===== src/rtl/result_fifo_out.sv =====
// Output-side result buffer: stores pooled words tagged with an end-of-image bit and
// serves them to a legacy (1-cycle latency) read-request reader; flags overflow and done.
module result_fifo_out #(
  parameter int unsigned DWIDTH       = 32,
  parameter int unsigned DEPTH        = 16,
  parameter int unsigned AW           = 4,
  parameter int unsigned WIDTH        = 7,
  parameter int unsigned HEIGHT       = 7,
  parameter int unsigned NUM_IMG      = 1,
  parameter int unsigned AFULL_MARGIN = 2
) (
  input  logic              clock,
  input  logic              reset,
  input  logic              valid_in,
  input  logic [DWIDTH-1:0] data_in,
  output logic              ready_out,
  input  logic              fifo_out_rdreq,
  output logic [DWIDTH:0]   fifo_out_data,
  output logic              fifo_out_empty,
  output logic [AW:0]       fifo_usedw,
  output logic              overflow,
  output logic              done
);

  localparam int unsigned NPIX = WIDTH * HEIGHT;
  localparam int unsigned PW   = (NPIX > 1) ? $clog2(NPIX) : 1;
  localparam logic [PW-1:0] LastPix  = PW'(NPIX - 1);
  localparam logic [AW:0]   FullCnt  = (AW + 1)'(DEPTH);
  localparam logic [AW:0]   Margin   = (AW + 1)'(AFULL_MARGIN);
  localparam logic [31:0]   LastImg  = 32'(NUM_IMG - 1);

  logic [DWIDTH:0]   mem_q [DEPTH];
  logic [AW-1:0]     wr_ptr_q, wr_ptr_d;
  logic [AW-1:0]     rd_ptr_q, rd_ptr_d;
  logic [AW:0]       usedw_q, usedw_d;
  logic [PW-1:0]     pix_cnt_q, pix_cnt_d;
  logic [31:0]       img_wr_cnt_q, img_wr_cnt_d;
  logic [31:0]       img_rd_cnt_q, img_rd_cnt_d;
  logic [DWIDTH:0]   data_q, data_d;
  logic              overflow_q, overflow_d;
  logic              done_q, done_d;

  logic              full, empty, wr_en, rd_en, last_flag;
  logic [DWIDTH:0]   rd_word;

  // Full and empty are judged on the pre-edge count, so a read never frees room for a
  // write in the same cycle.
  assign full      = (usedw_q == FullCnt);
  assign empty     = (usedw_q == '0);
  assign wr_en     = valid_in & ~full;
  assign rd_en     = fifo_out_rdreq & ~empty;
  assign last_flag = (pix_cnt_q == LastPix);
  assign rd_word   = mem_q[rd_ptr_q];

  always_comb begin
    wr_ptr_d     = wr_ptr_q;
    rd_ptr_d     = rd_ptr_q;
    usedw_d      = usedw_q;
    pix_cnt_d    = pix_cnt_q;
    img_wr_cnt_d = img_wr_cnt_q;
    img_rd_cnt_d = img_rd_cnt_q;
    data_d       = data_q;
    overflow_d   = overflow_q;
    done_d       = done_q;

    if (wr_en) begin
      wr_ptr_d = wr_ptr_q + 1'b1;
      if (last_flag) begin
        pix_cnt_d    = '0;
        img_wr_cnt_d = img_wr_cnt_q + 32'd1;
      end else begin
        pix_cnt_d = pix_cnt_q + 1'b1;
      end
    end else if (valid_in) begin
      overflow_d = 1'b1;
    end

    if (rd_en) begin
      rd_ptr_d = rd_ptr_q + 1'b1;
      data_d   = rd_word;
      if (rd_word[DWIDTH]) begin
        img_rd_cnt_d = img_rd_cnt_q + 32'd1;
        if (img_rd_cnt_q == LastImg) done_d = 1'b1;
      end
    end

    if (wr_en && !rd_en) begin
      usedw_d = usedw_q + 1'b1;
    end else if (rd_en && !wr_en) begin
      usedw_d = usedw_q - 1'b1;
    end
  end

  // Storage is not reset; clearing the pointers and count discards its contents.
  always_ff @(posedge clock) begin
    if (wr_en) mem_q[wr_ptr_q] <= {last_flag, data_in};
  end

  always_ff @(posedge clock or posedge reset) begin
    if (reset) begin
      wr_ptr_q     <= '0;
      rd_ptr_q     <= '0;
      usedw_q      <= '0;
      pix_cnt_q    <= '0;
      img_wr_cnt_q <= '0;
      img_rd_cnt_q <= '0;
      data_q       <= '0;
      overflow_q   <= 1'b0;
      done_q       <= 1'b0;
    end else begin
      wr_ptr_q     <= wr_ptr_d;
      rd_ptr_q     <= rd_ptr_d;
      usedw_q      <= usedw_d;
      pix_cnt_q    <= pix_cnt_d;
      img_wr_cnt_q <= img_wr_cnt_d;
      img_rd_cnt_q <= img_rd_cnt_d;
      data_q       <= data_d;
      overflow_q   <= overflow_d;
      done_q       <= done_d;
    end
  end

  assign fifo_out_data  = data_q;
  assign fifo_out_empty = empty;
  assign fifo_usedw     = usedw_q;
  assign ready_out      = (FullCnt - usedw_q) > Margin;
  assign overflow       = overflow_q;
  assign done           = done_q;

endmodule

===== config.mk =====
export PLATFORM = sky130hd
export DESIGN_NAME = result_fifo_out
export DESIGN_NICKNAME = d
export VERILOG_FILES = /design/src/rtl/result_fifo_out.sv
export SDC_FILE = /design/constraint.sdc
export NUM_CORES = 1
export LEC_CHECK = 0
export BUFFER_PORTS_ARGS = -buffer_cell sky130_fd_sc_hd__buf_2
export CAP_MARGIN = 20
export CELL_PAD_IN_SITES_DETAIL_PLACEMENT = 0
export CELL_PAD_IN_SITES_GLOBAL_PLACEMENT = 1
export CORE_ASPECT_RATIO = 1.25
export CORE_MARGIN = 5
export CORE_UTILIZATION = 45
export DETAILED_ROUTE_END_ITERATION = 7
export PLACE_DENSITY = 0.77
export SYNTH_ARGS = -nofsm -noshare
export SYNTH_HDL_FRONTEND = slang
export SYNTH_SLANG_ARGS = --single-unit

===== constraint.sdc =====
create_clock -name clock -period 4.65 [get_ports clock]
set_input_delay 0.93 -clock clock [delete_from_list [all_inputs] [get_ports clock]]
set_output_delay 0.93 -clock clock [all_outputs]
set_load 0.005 [all_outputs]

# [Word level (Yosys, flattened, before mapping)]
# Memory sizes are Yosys's and may differ from the RTL's.
# Cells that the tools add are included.
[word_totals] reg_bits=86 mem_bits_rw=528 inputBits=36 n_memories=1
[mem_list] name="mem_q" words=16 word_bits=33 rd=1 rd_ports_with_merged_regs=0 write_ports=1 line="32" rtl="logic [DWIDTH:0] mem_q [DEPTH];"
[classes] add_sub_neg=7 order_cmp=1 n_eq_ne=2 mux=5 bitwise=5 reduce_logical=10
[ops] operator="32-bit by 1-bit adder with 32-bit output (second input constant)" count=1
[ops] operator="32-bit zero test" count=1
[ops] operator="5-bit 2-to-1 mux" count=2
[ops] operator="4-bit by 1-bit adder with 4-bit output (second input constant)" count=2
[ops] operator="6-bit by 1-bit adder with 6-bit output (second input constant)" count=1
[ops] operator="6-bit == test (second input constant)" count=1
[ops] operator="6-bit 2-to-1 mux" count=1
[ops] operator="5-bit by 1-bit adder with 5-bit output (second input constant)" count=1
[ops] operator="5-bit == test (second input constant)" count=1
[ops] operator="5-bit by 2-bit greater-than comparator with 1-bit output (second input constant)" count=1
[ops] operator="5-bit zero test" count=1
[ops] operator="5-bit by 1-bit subtractor with 5-bit output (second input constant)" count=1
[ops] operator="5-bit subtractor (first input constant)" count=1
[ops] operator="2-bit AND reduction" count=2
[ops] operator="1-bit NOT" count=3
[ops] operator="3-bit AND reduction" count=1
[ops] operator="1-bit AND" count=2
[ops] operator="1-bit logical AND" count=2
[ops] operator="1-bit zero test" count=2
[ops] operator="1-bit 2-to-1 mux" count=2
[ops] operator="2-bit nonzero test" count=1

# [Depth between registers and ports, before layout]
[depth] ltp_word=7 depth_mapped=16 depth_no_buf=14

# [Worst setup path before layout]
# No wires, ideal clock.
[synth_timing] path_kind="register to register" startpoint="reg usedw_q[0], in the netlist fifo_usedw[0]" endpoint="mem mem_q[2][0] (netlist bit) (enable)" setup_time_ns=0.464 arrival_time_ns=4.117 path_slack_ns=0.069 stages_incl_launch_ff=10 path_buffers=1 synth_period_minus_slack_ns=4.581 cell_sequence="dfrtp_1 > inv_1 > ha_1 > nor3b_1 > ha_1 > nand2b_1 > inv_1 > buf_1 > nand2_1 > nor3_1"
[synth_via] elab_chain_len=5
[synth_rtl] element="from (decl)" line="35" rtl="logic [AW:0] usedw_q, usedw_d;"
[synth_rtl] element="from (signal assigned)" line="113" rtl="usedw_q <= usedw_d;"
[synth_rtl] element="5-bit == test" line="48" rtl="assign full = (usedw_q == FullCnt);"
[synth_rtl] element="1-bit NOT" line="50" rtl="assign wr_en = valid_in & ~full;"
[synth_rtl] element="1-bit AND" line="50"
[synth_rtl] element="net wr_en" line="43" rtl="logic full, empty, wr_en, rd_en, last_flag;"
[synth_rtl] element="1-bit 2-to-1 mux" line="96" rtl="if (wr_en) mem_q[wr_ptr_q] <= {last_flag, data_in};"
[synth_rtl] element="1-bit 2-to-1 mux (implied by the code)" line="96"
[synth_rtl] element="to (decl)" line="32"
# The timed path passes the listed nets, and every way through them passes these cells.

# [Worst setup path after layout]
[layout_timing] startpoint="reg usedw_q[0], in the netlist fifo_usedw[0]" endpoint="reg img_rd_cnt_q[29]"
[layout_via] elab_chain_len=4
[layout_rtl] element="5-bit zero test" line="49" rtl="assign empty = (usedw_q == '0);"
[layout_rtl] element="1-bit NOT" line="51" rtl="assign rd_en = fifo_out_rdreq & ~empty;"
[layout_rtl] element="1-bit AND" line="51"
[layout_rtl] element="2-bit AND reduction (no source line)"
[layout_rtl] element="to (signal assigned)" line="116" rtl="img_rd_cnt_q <= img_rd_cnt_d;"
[layout_rtl] element="to (decl)" line="38" rtl="logic [31:0] img_rd_cnt_q, img_rd_cnt_d;"
# Every way passes these cells.
# A chain may end at the register's enable or synchronous reset.

==> impl_results.md <==
- Outcome: complete, no violations
- Pwr Total: approximately 16 mW
- Sw Share: 29.2%
- PortBufs: between 70 and 80
- Area delta synth->final: 14.2%
- Critical path type: reg2reg
- Pin count of the biggest net entering global routing: 54
- Slew headroom: between 30% and 40%
- Top Ports: 78
- Synth Area per Inst: about 20 um^2
- Die H: 266 um
- DIE AREA: ~57000 um^2
- Total GRT Usage: between 10% and 20%
- Combinational share of power: about a quarter
- RSZ-0062 raised after global routing: no
- Clock sinks: between 600 and 700
- Cell Pwr Density: 599 nW/um^2
- Global route total overflow: 0
- Area contributors post-synth: edfxtp_1 67%, mux4_2 12%, dfrtp_1 9.1%
- Sequential Power Share: between 40% and 50%
- Clk pwr share: 29.5%
- Post-synth top cells: 528 x edfxtp_1, 128 x mux4_2, 86 x dfrtp_1
- Clock skew: about 0.016 ns
- CTS root buffer: clkbuf_16
- Nets: 1351
- Worst Max-Slew Pin Slew: about 0.99 ns
- Clock Tree Buf Depth: 3
- Fmax: 278 MHz
- Critical Path End Type: flip-flop
- CTS tree: yes
- Vias/cell: 5.69
- Layout cells sized above 1: a little over a quarter
- Post-CTS Hold Buffers: 0
- Final hold slack: between 0.4 and 0.5 ns
- Final Hold Viols: 0
- Drt drc: 0
- Largest area contributor in the netlist: edfxtp_1
- Post-route ant nets: 0
- CP arrival: around 4 ns
- DRT Pass-1 Iters: 5
- Cell with the most instances after synthesis: edfxtp_1
- Max-cap violations: 0
- Vias in the first global route: approximately 12000
- WL final: slightly below 50 mm
- EDFF count, synth: 528
- Internal Power: roughly 11 mW
- Final cell count without fillers: just over 2000
- Post-synth ARST share: roughly 14%
- Leakage: slightly above 9 nW
- H-tree levels: 2
- Slew Viols, Final: 0
- Period utilisation layout: approximately 77%
- Distinct cells, synth: 44
- Syn_nets: around 1200
- # diodes: 0
- Yosys top cell area share: 67.0%
- Crit Path Max Fanout: 24
- Yosys warnings: 0
- Hold Path Class: in2async
- Cells after Synth: approximately 1200
- VDD IR max: between 0.3 and 0.4 mV
- Vias: around 11000
- Clk pin slew, worst setup/hold paths: roughly 0.070 ns
- Clock latency at the later pin of the worst-skew pair: 0.61 ns
- Post-Syn Area: about 24000 um^2
- Width of the die: 215 um
- Total CTS buffers: 56
- Main synth FF type: edfxtp_1
- Starting Density: 45.2%
- Endpoints failing setup: 0
- Crit path required time: around 5.2 ns
- Placed cell count: between 1500 and 2000
- Seq/Total Area, Yosys: 76.1%
- Post-cts sizing count: 0
- Yosys reg bits: ~600
- Avg WL per Cell: about 24 um
- Initial drt markers: a little over 900
- Fin crit period: about 3.6 ns
- Row count: 94
- Initial antenna violation count: 0
- Placeable Area: around 52000 um^2
- Post-CTS Setup Bufs: 0
- HPWL Detailed: just under 30 mm
- Setup TNS: 0 ns
- Final GP Congestion: around 0.76
- Crit path launch type: flip-flop
- Global-route wire length before repair: between 70 and 80 mm
- P_sw: between 4 and 5 mW
==> critical path: stages (launching register included) <==
cell	delay (ns)
dfrtp_1	0.47
inv_1	0.10
ha_1	0.23
nor3b_1	0.16
ha_1	0.19
and2b_1	0.31
inv_2	0.21
buf_4	0.27
a311oi_1	0.26
nand3_1	0.15
a211o_1	0.55
nor4_2	0.39
xor2_1	0.18
==> registers in the layout (all words and copies together) (netlist names) <==
signal / count
mem_q: 528
fifo_out_data: 33
img_rd_cnt_q: 32
pix_cnt_q: 6
fifo_usedw: 5
rd_ptr_q: 4
wr_ptr_q: 4
done: 1
overflow: 1
==> routing by layer <==
| layer | vias to the layer above | global-route usage [%] | wire [um] | share of wire [%] |
|---|---|---|---|---|
| li1 | 5026 | - | - | - |
| met1 | 6056 | 23.4 | 20200 | 42 |
| met2 | 318 | 28.7 | 24600 | 51 |
| met3 | 66 | 3.18 | 2730 | 5.6 |
| met4 | 0 | 4.40 | 1070 | 2.2 |
| met5 | - | 0 | 0 | 0 |
==> final cells by class <==
class / count / area (um^2)
Clock buffer: 68 / 1490
Clock inverter: 35 / 433
Fill cell: 4084 / 25300
Inverter: 16 / 62.6
Multi-Input combinational cell: 492 / 5450
Sequential cell: 614 / 18000
Tap cell: 672 / 841
Timing Repair Buffer: 117 / 723
==> power groups by stage <==
stage / sequential (mW) / combinational [mW] / clock, mW
global placement: 7.37 / 4.14 / 0
finish: 7.28 / 4.11 / 4.77
global route: 7.38 / 4.46 / 5.11
CTS: 7.30 / 4.20 / 4.87
floorplan: 7.08 / 2.98 / 0
detailed placement: 7.41 / 4.19 / 0
==> cells by family (layout without fill, tap and decap cells) <==
group,Yosys count,in the layout,synth area share (%)
flip-flops,614,614,76.1
AND/OR/NAND/NOR,166,166,3.49
multiplexers,138,138,12.6
AO/OA/AOI/OAI,127,127,3.85
buffers and inverters,75,236,1.36
XOR/XNOR,43,43,1.59
adder cells (fa/ha/maj),18,18,0.984
==> cell usage in the layout (no fill, tap or decap), drive strengths merged, types with 2 or more instances in the layout <==
cell and n:
edfxtp 528, mux4 128, buf 117, dfrtp 86, clkbuf 68, nand2 59
o21ai 41, xnor2 29, a22o 29, a221oi 29, nor2 29, inv 20
clkinv 20, ha 17, xor2 14, nand4 13, nand3 13, nor3 11
a21o 9, mux2i 9, bufinv 9, a22oi 8, nand2b 7, nor4 7
and3 6, a21oi 6, nor2b 5, and2 4, or3 2, nor3b 2
a311oi 2, nand3b 2, and4 2, clkinvlp 2
==> through the flow <==
stage	setup slack (ns)	instance area, um^2	util (%)
after detailed placement	1.04	25100	47.9
after CTS	1.03	27000	51.6
after global placement	1.20	25100	47.9
final	1.06	27000	51.6
after floorplan	0.0688	23700	-
after global routing	0.774	27000	51.6
==> path summary, 6_finish.rpt <==
path                       slack (ns)                            end                 startpoint  cells after the start
max in group asynchronous        3.25  fifo_out_data[25]$_DFFE_PP0P_                      reset                      3
min in group clock               0.46               done$_DFFE_PP0P_           done$_DFFE_PP0P_                      1
setup / recovery                 1.06   img_rd_cnt_q[29]$_DFFE_PP0P_  fifo_usedw[0]$_DFFE_PP0P_                     12
setup reg to reg                 1.06   img_rd_cnt_q[29]$_DFFE_PP0P_  fifo_usedw[0]$_DFFE_PP0P_                     12
hold reg to reg                  0.46               done$_DFFE_PP0P_           done$_DFFE_PP0P_                      1
hold / removal                   0.45           overflow$_DFFE_PP0P_                      reset                      2
(Power assumes the default switching activity.)
